[src/rtl/mem_arb_pkg.sv]
// Shared types for the main-memory port arbiter: FSM states, requester IDs
// and the memory direction encoding.
package mem_arb_pkg;

  typedef enum logic [1:0] {
    IDLE  = 2'd0,
    ISSUE = 2'd1,
    WAIT  = 2'd2,
    DONE  = 2'd3
  } state_t;

  typedef enum logic {
    REQ_I = 1'b0,
    REQ_D = 1'b1
  } req_id_t;

  localparam logic RW_WRITE = 1'b1;

endpackage

[src/rtl/mem_wait_counter.sv]
// Wait-state down-counter for the memory port arbiter. Loads a count, then
// decrements toward zero without ever wrapping.
module mem_wait_counter #(
  parameter int unsigned CTR_W = 8
) (
  input  logic             clk,
  input  logic             reset,
  input  logic             load,
  input  logic [CTR_W-1:0] load_val,
  input  logic             dec_en,
  output logic             zero,
  output logic             last
);

  logic [CTR_W-1:0] count;

  // Saturates at zero so a stray decrement can never wrap to all-ones
  always_ff @(posedge clk or negedge reset) begin
    if (!reset) begin
      count <= '0;
    end else if (load) begin
      count <= load_val;
    end else if (dec_en && (count != '0)) begin
      count <= count - CTR_W'(1);
    end
  end

  assign zero = (count == '0);
  assign last = (count == CTR_W'(1));

endmodule

[src/rtl/mem_port_arbiter.sv]
// Round-robin arbiter sharing the main-memory port between the I-cache and
// D-cache controllers; issues one memory strobe and one ready pulse per grant.
module mem_port_arbiter
  import mem_arb_pkg::*;
#(
  parameter int unsigned WAIT_CYCLES = 4,
  parameter int unsigned CTR_W       = 8
) (
  input  logic clk,
  input  logic reset,
  input  logic i_strobe,
  input  logic i_rw,
  output logic i_ready,
  input  logic d_strobe,
  input  logic d_rw,
  output logic d_ready,
  output logic m_strobe,
  output logic m_rw,
  output logic m_sel,
  output logic busy
);

  generate
    if ((WAIT_CYCLES >> CTR_W) != 0) begin : g_bad_wait_cycles
      $error("mem_port_arbiter: WAIT_CYCLES does not fit in CTR_W bits");
    end
  endgenerate

  localparam logic [CTR_W-1:0] LOAD_VAL = CTR_W'(WAIT_CYCLES);
  localparam bit               NO_WAIT  = (WAIT_CYCLES == 0);

  state_t  state;
  state_t  next_state;
  req_id_t last_grant;
  req_id_t sel_q;
  req_id_t grant_id;
  logic    grant_valid;
  logic    cnt_load;
  logic    cnt_dec;
  logic    cnt_zero;
  logic    cnt_last;

  mem_wait_counter #(
    .CTR_W(CTR_W)
  ) u_wait_counter (
    .clk      (clk),
    .reset    (reset),
    .load     (cnt_load),
    .load_val (LOAD_VAL),
    .dec_en   (cnt_dec),
    .zero     (cnt_zero),
    .last     (cnt_last)
  );

  always_ff @(posedge clk or negedge reset) begin
    if (!reset) begin
      state <= IDLE;
    end else begin
      state <= next_state;
    end
  end

  // On a tie the side that did not win last time gets the port
  always_comb begin
    next_state  = state;
    grant_valid = 1'b0;
    grant_id    = REQ_I;
    cnt_load    = 1'b0;
    cnt_dec     = 1'b0;
    case (state)
      IDLE: begin
        if (i_strobe && d_strobe) begin
          grant_valid = 1'b1;
          grant_id    = (last_grant == REQ_I) ? REQ_D : REQ_I;
        end else if (i_strobe) begin
          grant_valid = 1'b1;
          grant_id    = REQ_I;
        end else if (d_strobe) begin
          grant_valid = 1'b1;
          grant_id    = REQ_D;
        end
        if (grant_valid) begin
          next_state = ISSUE;
        end
      end
      ISSUE: begin
        cnt_load   = 1'b1;
        next_state = NO_WAIT ? DONE : WAIT;
      end
      WAIT: begin
        cnt_dec = 1'b1;
        if (cnt_last || cnt_zero) begin
          next_state = DONE;
        end
      end
      DONE: begin
        next_state = IDLE;
      end
      default: begin
        next_state = IDLE;
      end
    endcase
  end

  // Select and direction are frozen at grant so a dropped strobe cannot disturb them
  always_ff @(posedge clk or negedge reset) begin
    if (!reset) begin
      sel_q      <= REQ_I;
      m_rw       <= 1'b0;
      last_grant <= REQ_D;
    end else begin
      if (grant_valid) begin
        sel_q <= grant_id;
        m_rw  <= (grant_id == REQ_D) ? d_rw : i_rw;
      end
      if (state == DONE) begin
        last_grant <= sel_q;
      end
    end
  end

  assign m_sel    = sel_q;
  assign m_strobe = (state == ISSUE);
  assign busy     = (state != IDLE);
  assign i_ready  = (state == DONE) && (sel_q == REQ_I);
  assign d_ready  = (state == DONE) && (sel_q == REQ_D);

endmodule
[config.mk]
export PLATFORM = sky130hd
export DESIGN_NAME = mem_port_arbiter
export DESIGN_NICKNAME = d
export VERILOG_FILES = /design/src/rtl/mem_arb_pkg.sv /design/src/rtl/mem_wait_counter.sv /design/src/rtl/mem_port_arbiter.sv
export SDC_FILE = /design/constraint.sdc
export NUM_CORES = 1
export LEC_CHECK = 0
export CORE_ASPECT_RATIO = 0.7
export CORE_MARGIN = 4
export CORE_UTILIZATION = 25
export DETAILED_ROUTE_END_ITERATION = 16
export GPL_ROUTABILITY_DRIVEN = 0
export GPL_TIMING_DRIVEN = 0
export PLACE_DENSITY_LB_ADDON = 0.08
export SYNTH_ARGS = -nofsm -noshare
export SYNTH_HDL_FRONTEND = slang
export SYNTH_SLANG_ARGS = --single-unit
export TNS_END_PERCENT = 50
[constraint.sdc]
create_clock -name clk -period 2.2 [get_ports clk]
set_input_delay 0.33 -clock clk [delete_from_list [all_inputs] [get_ports clk]]
set_output_delay 0.33 -clock clk [all_outputs]
set_load 0.02 [all_outputs]
## Word-level counts from Yosys, hierarchy flattened

Cells that the tools add are included.
Widths: inputs -> output; s select.

| cells by class | value |
|---|---|
| eq/ne operators | 6 |
| multiply operators | 0 |
| shift-type cells | 0 |
| add/sub/neg operators | 1 |
| bitwise gates (word level) | 1 |
| reduce and logical (&&, ||, !) cells | 11 |
| $lt $le $gt $ge | 0 |
| div/mod/pow operators | 0 |
| mux-type cells | 17 |

Operator list:

| kind | number |
|---|---|
| $mux 8 | 2 |
| $mux 1 | 12 |
| $eq 8x1->1 const B | 1 |
| $logic_not 8->1 | 1 |
| $pmux 2 s4 | 1 |
| $reduce_bool 8->1 | 1 |
| $sub 8x1->8 const B | 1 |
| $eq 2x2->1 const B | 2 |
| $logic_and 1x1->1 | 4 |
| $mux 2 | 2 |
| $ne 2x2->1 const B | 2 |
| $reduce_bool 2->1 | 2 |
| $eq 2x1->1 const B | 1 |
| $logic_not 2->1 | 1 |
| $reduce_and 2->1 | 1 |
| $logic_or 1x1->1 | 1 |
| $not 1->1 | 1 |

| storage, ports and cells | value |
|---|---|
| flip-flop bits (word level) | 13 |
| input bits | 6 |
| bits in writable memories | 0 |
| memories | 0 |
| bits in latches | 0 |
| logic and storage cells | 41 |
| ROM bits | 0 |

## Depth between registers and ports, before layout

Gate-level depths: netlist of the first run.

| logic depth | value |
|---|---|
| word-level depth | 6 |
| gate-level depth with buffers | 6 |
| gate-level depth less buffers | 5 |

## By module

A second synthesis of the first run with hierarchy kept.

| unflattened totals | value |
|---|---|
| cell total of the unflattened synthesis | 99 |
| area, all modules | 927.1 um^2 |

By module, submodules not included:

| module | cells each | area each (um^2) | instances |
|---|---|---|---|
| mem_wait_counter | 65 | 589.3 | 1 |
| mem_port_arbiter | 34 | 337.8 | 1 |

## Worst setup path before layout of the first run

Ideal clock, no wire load.

| timing | value |
|---|---|
| path kind | register -> register |
| from | register state[0] |
| to | register u_wait_counter.count[5] |
| data required time | 2.122 ns |
| stages on the path, launching flop included | 6 |
| path slack | 0.452 ns |
| clock period less this slack | 1.748 ns |
| arrival | 1.670 ns |
| cell sequence | dfrtp_1 -> inv_1 -> ha_1 -> or3b_1 -> or4_1 -> a21oi_1 |

| between the ends | value |
|---|---|
| longest elaborated chain between the ends | 4 |
| elaborated cells between the ends (all ways) | 7 |
| those cells by class | 2 x eq/ne; 3 x mux; 2 x reduce/logical |

RTL lines:

| what | RTL line | text |
|---|---|---|
| start, declared | mem_port_arbiter.sv:32 | `state_t state;` |
| start signal, assigned | mem_port_arbiter.sv:59 | `state <= next_state;` |
| $eq 2x2->1 | mem_port_arbiter.sv:70 | `case (state)` |
| $mux 1 | mem_port_arbiter.sv:70 |  |
| $logic_and 1x1->1 | mem_wait_counter.sv:23 | `end else if (dec_en && (count != '0)) begin` |
| $reduce_bool 2->1 (no line) | -- |  |
| end signal, assigned | mem_wait_counter.sv:22 | `count <= load_val;` |
| end signal, assigned | mem_wait_counter.sv:24 | `count <= count - CTR_W'(1);` |
| end, declared | mem_wait_counter.sv:15 | `logic [CTR_W-1:0] count;` |

Parallel ways exist; a longest one is shown, timed or not.
A chain may end at the register's enable or synchronous reset.

## Worst setup path in the final report of the first run

| timing | value |
|---|---|
| from | register state[0] |
| to | output busy |

| between the ends | value |
|---|---|
| longest elaborated chain between the ends | 1 |

RTL lines:

| what | RTL line | text |
|---|---|---|
| $reduce_bool 2->1 | mem_port_arbiter.sv:124 | `assign busy = (state != IDLE);` |
| end, declared | mem_port_arbiter.sv:20 | `output logic busy` |

No other way between the ends.

==> metrics.md, run 1 <==
| Metric | Value |
|---|---|
| Number of CTS-inserted buffers | `3` |
| Initial antenna violation count | `0` |
| Power Dens Cells | `1520 nW/um2` |
| CP startpoint | `state[0]` |
| Share of power burned in registers | `30.5%` |
| Die height | `56.2 um` |
| Htree depth | `1` |
| Synth cell types | `33` |
| Synth top area share | `36.2%` |
| Area Growth Syn to Fin | `24.4%` |
| Critical path startpoint category | `flop` |
| Fmax | `0.496 GHz` |
| Slowest-stage cell, CP | `clkdlybuf4s50_1` |
| Routed wire length | `1.85 mm` |
| Slew margin rel. | `58.4%` |
| Leakage Power | `0.433 nW` |
| Share of cells above drive strength 1 | `12.9%` |
| Post-layout min period | `2.01 ns` |
| Crit. End Element | `primary output` |
| Cell chain of the critical path | `inv_1 -> ha_1 -> inv_1 -> clkdlybuf4s50_1` |
| CTS tree | `built` |
| Die area | `4320 um2` |
| FF+latch count, synth | `13` |
| Post-route DRC violation count | `0` |
| Register area share after synthesis | `39.4%` |
| Max-cap violations | `0` |
| Cells resized by post-CTS repair | `0` |
| Syn Std Cell Area | `830 um2` |
| Setup Viol. Count Final | `0` |
| Placed cells | `135` |
| Launch point of the worst reg-to-reg path | `state[0]` |
| Worst min path class | `input pin to async pin` |
| Largest net degree at the start of global routing | `14` |
| Chip Width | `76.9 um` |
| Syn Nets | `99` |
| Final Hold Viols | `0` |
| Syn avg cell area | `9.65 um2` |
| Vias post-DR | `655` |
| Post-route cell area | `1030 um2` |
| RSZ-0062 raised after global routing | `false` |
| CTS clk-pin slew, worst paths | `0.06 ns` |
| Final hold slack | `0.479 ns` |
| CTS Root Cell | `clkbuf_8` |
| Comb pwr share | `55.9%` |
| Inserted Diodes | `0` |
| Run status | `finished clean` |
| Routed len/inst | `13.3 um` |
| Cell Area, Placed | `987 um2` |
| Pre-Repair DR Iteration Count | `4` |
| DR iter-0 viols | `66` |
| Detailed Place HPWL | `1.42 mm` |
| Worst-path fanout max | `5` |
| Vias in the first global route | `632` |
| Worst-Margin Slew | `0.622 ns` |
| Clock latency on the worst-skew pair | `0.24 ns` |
| Clock Path Buffers | `2` |
| Row cnt | `17` |
| Clock tree sinks | `13` |
| Total setup buffers inserted after CTS | `0` |
| # IOs | `12` |
| Cell count after synthesis | `86` |
| Clock group share of total power | `13.6%` |
| Layout Cells excl Fill | `139` |
| Largest cells by area after synthesis | `dfrtp_1 (36%), ha_1 (11%), mux2_2 (4.1%)` |
| IO buf count | `11` |
| GRT overflow | `0` |
| First-pass GRT wire length | `3.23 mm` |
| CP max stage delay | `0.61 ns` |
| Setup TNS | `0 ns` |
| Complex-gate fraction of the synthesized area | `20.7%` |
| Worst EP arrival | `1.68 ns` |
| Adder-cell share of the synthesized area | `10.6%` |
| Vias per cell | `4.71` |
| Hold buffer count at cts | `0` |
| Largest family of logic cells by synthesized area | `compound AO/OA/AOI/OAI gates` |
| Synth Warn # | `0` |
| Xor/xnor share of the synthesized area | `0%` |
| Switching Fraction | `43.1%` |
| Initial Util | `26.2%` |
| Final Skew | `0.00239 ns` |
| Req. time, crit path | `1.87 ns` |
| Total power | `1.57 mW` |
| Max-slew violations | `0` |
| Switching Power | `677 uW` |
| Internal power | `895 uW` |
| Final nets | `115` |
| WS Path Type | `flop to primary output` |
| Simple-Gate Fraction of Synth Area | `19.9%` |
| Antenna-violating nets left | `0` |
| Period utilisation layout | `91.6%` |
| Core ar. | `3170 um2` |
| GRT Overall Usage | `9.67%` |
| Critical Path Most Common Cell | `inv_1` |
| Post-synthesis mux area share | `5.28%` |
| Synth area leader | `dfrtp_1` |
| Peak VDD IR | `0.384 mV` |
==> power by group through the flow <==
stage / Clock, mW / Sequential, mW / Combinational, mW
after floorplan: 0 / 0.472 / 0.618
after global placement: 0 / 0.482 / 0.888
after detailed placement: 0 / 0.483 / 0.886
after CTS: 0.221 / 0.480 / 0.889
after global routing: 0.238 / 0.502 / 1.00
final: 0.214 / 0.480 / 0.879
==> layout make-up <==
class                   count  area (um2)
flip-flops and latches     13         327
plain buffers               2        8.76
inverters                   7        26.3
clock buffers               4        45.0
repair buffers             11         110
well taps                  38        47.5
fillers                   317        2140
multi-input cells          64         468
==> state kept, by name (all words and copies together) (netlist names) <==
signal	count
last_grant	1
state	2
m_sel	1
m_rw	1
u_wait_counter.count	8
==> cell usage in the layout (no fill, tap or decap), drive strengths merged, types with 2 or more instances in the layout <==
master / netlist / routed
or3b: 3 / 3
a21oi: 5 / 5
o21ai: 5 / 5
nor2b: 5 / 5
nor2: 7 / 7
clkdlybuf4s50: 0 / 11
nand2: 2 / 2
ha: 7 / 7
o211ai: 2 / 2
or4: 3 / 3
mux2: 3 / 3
clkbuf: 1 / 5
or3: 3 / 3
o311ai: 2 / 2
inv: 7 / 7
dfrtp: 12 / 12
or2: 2 / 2
o31ai: 2 / 2
==> synthesized netlist by cell type <==
| cell type | n |
|---|---|
| a21bo_2 | 1 |
| nor3b_1 | 1 |
| or3b_2 | 2 |
| a21oi_1 | 5 |
| a31oi_1 | 1 |
| o32ai_1 | 1 |
| o21ai_0 | 5 |
| o41ai_1 | 1 |
| o211ai_1 | 2 |
| or2_2 | 2 |
| o21a_1 | 1 |
| or3_1 | 3 |
| nor2b_1 | 5 |
| buf_2 | 1 |
| mux2i_1 | 1 |
| dfstp_2 | 1 |
| nand2_1 | 2 |
| o31ai_1 | 2 |
| mux2_2 | 3 |
| nor4_1 | 1 |
| and2_1 | 1 |
| clkbuf_1 | 1 |
| a21boi_0 | 1 |
| ha_1 | 7 |
| or4_1 | 3 |
| or3b_1 | 1 |
| inv_1 | 7 |
| a211oi_1 | 1 |
| a2111o_1 | 1 |
| o22ai_1 | 1 |
| nor2_1 | 7 |
| o311ai_1 | 2 |
| dfrtp_1 | 12 |
==> cell families (layout without fill, tap and decap cells) <==
logic type | Yosys count | after routing
compound gates | 25 | 25
fa+ha+maj | 7 | 7
buf+inv | 9 | 24
flops | 13 | 13
mux | 4 | 4
simple gates | 28 | 28
==> stage by stage <==
step	util, %	setup slack [ns]
2_1_floorplan	-	0.452
3_3_place_gp	31.1	0.253
3_5_place_dp	31.1	0.255
4_1_cts	32.6	0.164
5_1_grt	32.6	0.0720
6_report	32.6	0.186
==> routing by layer <==
layer	GRT usage [%]	vias up	wire length [um]
li1	-	346	-
met1	14.6	303	1100
met2	12.3	4	688
met3	3.88	2	53
met4	2.33	0	11
met5	0	-	0
==> path summary, 6_finish.rpt <==
check	end	slack (ns)	cells past startpoint
max in group asynchronous	state[1]	1.32	1
min in group clk	m_rw	0.55	2
setup reg to reg	u_wait_counter.count[5]	0.25	5
setup / recovery	busy	0.19	4
hold / removal	u_wait_counter.count[3]	0.48	1
hold reg to reg	m_rw	0.55	2
==> worst max-delay path, delay by kind of cell, from the launching register on <==
family	cells	cell delay (ns)
buffers and inverters	3	0.81
flip-flops	1	0.39
adder cells (fa/ha/maj)	1	0.25
Note: power is estimated with default switching activity, not from simulation.
==> run 2: changes to the inputs <==
--- a/config.mk
+++ b/config.mk
@@ -9,9 +9,10 @@
 export CORE_MARGIN = 4
 export CORE_UTILIZATION = 25
 export DETAILED_ROUTE_END_ITERATION = 16
-export GPL_ROUTABILITY_DRIVEN = 0
+export GPL_ROUTABILITY_DRIVEN = 1
 export GPL_TIMING_DRIVEN = 0
 export PLACE_DENSITY_LB_ADDON = 0.08
+export SKIP_CTS_REPAIR_TIMING = 1
 export SYNTH_ARGS = -nofsm -noshare
 export SYNTH_HDL_FRONTEND = slang
 export SYNTH_SLANG_ARGS = --single-unit
==> constraint.sdc (replaced) <==
create_clock -name clk -period 2.2 [get_ports clk]
set_input_delay 0.33 -clock clk [delete_from_list [all_inputs] [get_ports clk]]
set_output_delay 0.33 -clock clk [all_outputs]
set_load 0.05 [all_outputs]
==> metrics.md, run 2 (synthesized netlist as in run 1, its figures left out) <==
| Metric | Value |
|---|---|
| Run status | `finished clean (unchanged)` |
| Clock latency on the worst-skew pair | `0.24 ns (about the same)` |
| CTS tree | `built (unchanged)` |
| Worst-Margin Slew | `0.622 ns (about the same)` |
| Initial antenna violation count | `0 (unchanged)` |
| Number of CTS-inserted buffers | `3 (unchanged)` |
| Leading cell type in the layout, fill and taps excluded | `dfrtp_1 (unchanged)` |
| Row cnt | `17 (unchanged)` |
| Setup Viol. Count Final | `0 (unchanged)` |
| Worst min path class | `input pin to async pin (unchanged)` |
| DR iter-0 viols | `62 (was 66)` |
| Clock Path Buffers | `2 (unchanged)` |
| Inserted Diodes | `0 (unchanged)` |
| Htree depth | `1 (unchanged)` |
| Chip Width | `76.9 um (unchanged)` |
| Die area | `4320 um2 (unchanged)` |
| Clock tree sinks | `13 (unchanged)` |
| Leakage Power | `0.486 nW (was 0.433 nW)` |
| Max FFs per register | `8 (unchanged)` |
| Critical path startpoint category | `flop (unchanged)` |
| # IOs | `12 (unchanged)` |
| Vias in the first global route | `632 (unchanged)` |
| Launch point of the worst reg-to-reg path | `state[0] (unchanged)` |
| Vias per cell | `4.71 (about the same)` |
| Share of cells above drive strength 1 | `12.9% (unchanged)` |
| Post-route DRC violation count | `0 (unchanged)` |
| CTS Root Cell | `clkbuf_8 (unchanged)` |
| GRT Overall Usage | `9.67% (unchanged)` |
| GRT overflow | `0 (unchanged)` |
| Req. time, crit path | `2.37 ns (was 1.87 ns)` |
| Core ar. | `3170 um2 (unchanged)` |
| Pre-Repair DR Iteration Count | `4 (unchanged)` |
| Placed cells | `135 (unchanged)` |
| Top Registers | `u_wait_counter.count x8, state x2 (unchanged)` |
| Worst R2R End | `u_wait_counter.count[5] (unchanged)` |
| Routed len/inst | `13.3 um (about the same)` |
| IO buf count | `11 (unchanged)` |
| Initial Util | `26.2% (unchanged)` |
| Post-layout utilization of the core | `32.9% (was 32.6%)` |
| Slew margin rel. | `58.4% (about the same)` |
| Cell Area, Placed | `987 um2 (unchanged)` |
| Worst EP arrival | `2.12 ns (was 1.68 ns)` |
| Largest net degree at the start of global routing | `14 (unchanged)` |
| Routed wire length | `1.85 mm (about the same)` |
| Area occupied by multi-input gates | `468 um2 (unchanged)` |
| Max-cap violations | `0 (unchanged)` |
| Final nets | `115 (unchanged)` |
| CTS clk-pin slew, worst paths | `0.06 ns (about the same)` |
| Final Hold Viols | `0 (unchanged)` |
| First-pass GRT wire length | `3.23 mm (unchanged)` |
| RSZ-0062 raised after global routing | `false (unchanged)` |
| Reg2reg setup slack | `0.25 ns (about the same)` |
| Fmax | `0.513 GHz (was 0.496 GHz)` |
| Commonest cells after routing, fill and taps aside | `dfrtp_1 (12), inv_1 (7), nor2_1 (7), ha_1 (7), clkdlybuf4s50_1 (7) (was dfrtp_1 (12), clkdlybuf4s50_1 (11), inv_1 (7), nor2_1 (7), ha_1 (7))` |
| Area Growth Syn to Fin | `25.6% (was 24.4%)` |
| Die height | `56.2 um (unchanged)` |
| Post-route cell area | `1040 um2 (was 1030 um2)` |
| FF/Latch Area | `327 um2 (unchanged)` |
| Worst-path fanout max | `8 (was 5)` |
| Setup TNS | `0 ns (unchanged)` |
| Period utilisation layout | `88.6% (was 91.6%)` |
| Fillers | `318 (was 317)` |
| Power Dens Cells | `1610 nW/um2 (was 1520 nW/um2)` |
| Post-layout min period | `1.95 ns (was 2.01 ns)` |
| WS Path Type | `flop to flop (was flop to primary output)` |
| Final hold slack | `0.478 ns (was 0.479 ns)` |
| Detailed Place HPWL | `1.42 mm (unchanged)` |
| GPL Wtd Cong | `0.723` |
| Antenna-violating nets left | `0 (unchanged)` |
| Largest Register | `u_wait_counter.count (unchanged)` |
| Vias post-DR | `654 (was 655)` |
| Final Skew | `0.00238 ns (was 0.00239 ns)` |
| Max-slew violations | `0 (unchanged)` |
| Peak VDD IR | `0.393 mV (was 0.384 mV)` |
| Worst r2r path cells | `5 (unchanged)` |
| Crit. End Element | `flop (was primary output)` |
| Layout Cells excl Fill | `139 (unchanged)` |
run 2: cell type report:
type | count | area share, %
multi-input cells | 64 | 44.9
plain buffers | 2 | 0.840
well taps | 38 | 4.56
clock buffers | 4 | 4.32
flip-flops and latches | 13 | 31.3
repair buffers | 11 | 11.5
inverters | 7 | 2.52
run 2: worst max path at each step:
stage                   from                       to  slack [ns]  cells after the start
CTS                 state[0]                     busy       -0.03                      4
floorplan           state[0]  u_wait_counter.count[5]        0.45                      5
global route        state[0]  u_wait_counter.count[5]        0.12                      5
detailed placement  state[0]                     busy        0.23                      4
finish              state[0]  u_wait_counter.count[5]        0.25                      5
global placement    state[0]                     busy        0.22                      4
run 2: routing by layer:
| layer | global-route usage [%] | vias up | share of wire, % |
|---|---|---|---|
| met1 | 14.6 | 302 | 59 |
| li1 | - | 346 | - |
| met2 | 12.3 | 4 | 37 |
| met3 | 3.88 | 2 | 2.9 |
| met5 | 0 | - | 0 |
| met4 | 2.33 | 0 | 0.59 |
run 2: through the flow:
| stage | worst slack, ns | power, mW |
|---|---|---|
| 6_report | 0.250 | 1.68 |
| 5_1_grt | 0.117 | 1.85 |
| 4_1_cts | -0.0348 | 1.70 |
| 3_5_place_dp | 0.228 | 1.48 |
| 3_3_place_gp | 0.216 | 1.48 |
| 2_1_floorplan | 0.452 | 1.20 |
run 2: power breakdown:
part	total, mW	switching (mW)	leakage, nW	internal, mW
registers	0.480	0.121	0.162	0.359
logic	0.988	0.584	0.302	0.404
clock network	0.214	0.0857	0.0228	0.128
run 2: critical path: stages (launching register included):
cell and delay, ns:
dfrtp_1 0.41, inv_1 0.11, ha_1 0.32, or3b_1 0.48
or4_1 0.42, a21oi_1 0.12
==> run 3: changes to the inputs <==
--- a/config.mk
+++ b/config.mk
@@ -5,13 +5,15 @@
 export SDC_FILE = /design/constraint.sdc
 export NUM_CORES = 1
 export LEC_CHECK = 0
+export CELL_PAD_IN_SITES_DETAIL_PLACEMENT = 1
+export CELL_PAD_IN_SITES_GLOBAL_PLACEMENT = 2
 export CORE_ASPECT_RATIO = 0.7
 export CORE_MARGIN = 4
 export CORE_UTILIZATION = 25
 export DETAILED_ROUTE_END_ITERATION = 16
 export GPL_ROUTABILITY_DRIVEN = 1
 export GPL_TIMING_DRIVEN = 0
-export PLACE_DENSITY_LB_ADDON = 0.08
+export PLACE_DENSITY_LB_ADDON = 0.1
 export SKIP_CTS_REPAIR_TIMING = 1
 export SYNTH_ARGS = -nofsm -noshare
 export SYNTH_HDL_FRONTEND = slang
==> metrics.md, run 3 (synthesized netlist as in run 1, its figures left out) <==
| Metric | Value |
|---|---|
| Clock Path Buffers | `2 (unchanged)` |
| CP max stage delay | `0.50 ns (was 0.48 ns)` |
| WS Path Type | `flop to flop (unchanged)` |
| Delay-heaviest family, CP | `simple AND/OR/NAND/NOR gates (unchanged)` |
| IO buf count | `11 (unchanged)` |
| CTS tree | `built (unchanged)` |
| Htree depth | `1 (unchanged)` |
| Core ar. | `3170 um2 (unchanged)` |
| CTS Root Cell | `clkbuf_8 (unchanged)` |
| Critical path startpoint category | `flop (unchanged)` |
| Largest Register | `u_wait_counter.count (unchanged)` |
| Setup Viol. Count Final | `0 (unchanged)` |
| Worst min path class | `input pin to async pin (unchanged)` |
| Vias per cell | `5.12 (was 4.71)` |
| Routed wire length | `2.15 mm (was 1.85 mm)` |
| Worst r2r path cells | `5 (unchanged)` |
| First-pass GRT wire length | `3.64 mm (was 3.23 mm)` |
| Final nets | `115 (unchanged)` |
| Peak VDD IR | `0.450 mV (was 0.393 mV)` |
| Post-route DRC violation count | `0 (unchanged)` |
| Grt peak-use layer | `met1 (unchanged)` |
| Detailed Place HPWL | `1.58 mm (was 1.42 mm)` |
| Worst-Margin Slew | `0.652 ns (was 0.622 ns)` |
| Pre-Repair DR Iteration Count | `4 (unchanged)` |
| Period utilisation layout | `90.7% (was 88.6%)` |
| Number of CTS-inserted buffers | `3 (unchanged)` |
| Vias in the first global route | `716 (was 632)` |
| CTS clk-pin slew, worst paths | `0.06 ns (about the same)` |
| RSZ-0062 raised after global routing | `false (unchanged)` |
| Chip Width | `76.9 um (unchanged)` |
| Worst-path fanout max | `8 (unchanged)` |
| Routing usage on met1 | `15.8% (was 14.6%)` |
| Worst EP arrival | `2.17 ns (was 2.12 ns)` |
| Run status | `finished clean (unchanged)` |
| Antenna-violating nets left | `0 (unchanged)` |
| Final Hold Viols | `0 (unchanged)` |
| Routed len/inst | `15.5 um (was 13.3 um)` |
| Slowest-stage cell, CP | `or3b_1 (unchanged)` |
| Cell Area, Placed | `987 um2 (unchanged)` |
| Power Dens Cells | `1640 nW/um2 (was 1610 nW/um2)` |
| Max-cap violations | `0 (unchanged)` |
| Area Growth Syn to Fin | `25.6% (unchanged)` |
| Cell chain of the critical path | `inv_1 -> ha_1 -> or3b_1 -> or4_1 -> a21oi_1 (unchanged)` |
| Commonest cells after routing, fill and taps aside | `dfrtp_1 (12), inv_1 (7), nor2_1 (7), ha_1 (7), clkdlybuf4s50_1 (7) (unchanged)` |
| Post-route cell area | `1040 um2 (unchanged)` |
| DR iter-0 viols | `26 (was 62)` |
| Leakage Power | `0.486 nW (unchanged)` |
| Post-layout min period | `2.00 ns (was 1.95 ns)` |
| Die height | `56.2 um (unchanged)` |
| Die area | `4320 um2 (unchanged)` |
| Share of cells above drive strength 1 | `12.9% (unchanged)` |
| Clock latency on the worst-skew pair | `0.25 ns (was 0.24 ns)` |
| Grt met3 use | `4.37% (was 3.88%)` |
| Clock tree sinks | `13 (unchanged)` |
| Row cnt | `17 (unchanged)` |
| Largest net degree at the start of global routing | `14 (unchanged)` |
| Initial antenna violation count | `0 (unchanged)` |
| Inserted Diodes | `0 (unchanged)` |
| Routing usage on met2 | `14.9% (was 12.3%)` |
| # IOs | `12 (unchanged)` |
| Crit. End Element | `flop (unchanged)` |
| Buf+Inv Stages, Crit Path | `1 (unchanged)` |
| Final Skew | `0.00127 ns (was 0.00238 ns)` |
| Max FFs per register | `8 (unchanged)` |
| Crit path depth | `5 (unchanged)` |
| Slew margin rel. | `56.4% (was 58.4%)` |
| GPL Wtd Cong | `0.711 (was 0.723)` |
| Post-layout utilization of the core | `32.9% (unchanged)` |
| Vias post-DR | `712 (was 654)` |
| Fillers | `367 (was 318)` |
| Top Registers | `u_wait_counter.count x8, state x2 (unchanged)` |
| Req. time, crit path | `2.37 ns (about the same)` |
| GRT overflow | `0 (unchanged)` |
| Max-slew violations | `0 (unchanged)` |
| GRT Overall Usage | `10.9% (was 9.67%)` |
| Initial Util | `26.2% (unchanged)` |
| Fmax | `0.501 GHz (was 0.513 GHz)` |
| Leading cell type in the layout, fill and taps excluded | `dfrtp_1 (unchanged)` |
[run 3: metrics by stage]
stage	hold slack [ns]	setup slack (ns)	cells	setup TNS, ns	power (mW)
after floorplan	0.0344	0.452	86	0	1.20
after global placement	0.522	0.214	135	0	1.49
after detailed placement	0.528	0.195	135	0	1.51
after CTS	0.514	-0.0760	139	-0.140	1.75
after global routing	0.563	0.0655	139	0	1.87
final	0.483	0.204	139	0	1.71
[run 3: area by class of cell]
class                   count  area [um2]  share of cell area (%)
multi-input cells          64         468                    44.9
flip-flops and latches     13         327                    31.3
repair buffers             11         120                    11.5
well taps                  38        47.5                    4.56
clock buffers               4        45.0                    4.32
inverters                   7        26.3                    2.52
plain buffers               2        8.76                   0.840
[run 3: where the power goes]
group	switching (mW)	internal [mW]	total, mW
Combinational	0.602	0.406	1.01
Clock	0.0948	0.128	0.223
Sequential	0.123	0.359	0.482
Total	0.820	0.893	1.71
[run 3: worst paths after layout]
| path | start | to | slack (ns) |
|---|---|---|---|
| setup / recovery | state[0] | u_wait_counter.count[5] | 0.20 |
| hold / removal | reset | u_wait_counter.count[4] | 0.48 |
| setup reg to reg | state[0] | u_wait_counter.count[5] | 0.20 |
| hold reg to reg | m_rw | m_rw | 0.54 |
| max in group asynchronous | reset | state[0] | 1.30 |
| min in group clk | m_rw | m_rw | 0.54 |
[run 3: metal layers]
| layer | share of wire (%) | up-vias | wire length (um) |
|---|---|---|---|
| li1 | - | 345 | - |
| met1 | 55 | 356 | 1180 |
| met2 | 40 | 9 | 853 |
| met3 | 4.6 | 2 | 100 |
| met4 | 0.79 | 0 | 17 |
| met5 | 0 | - | 0 |
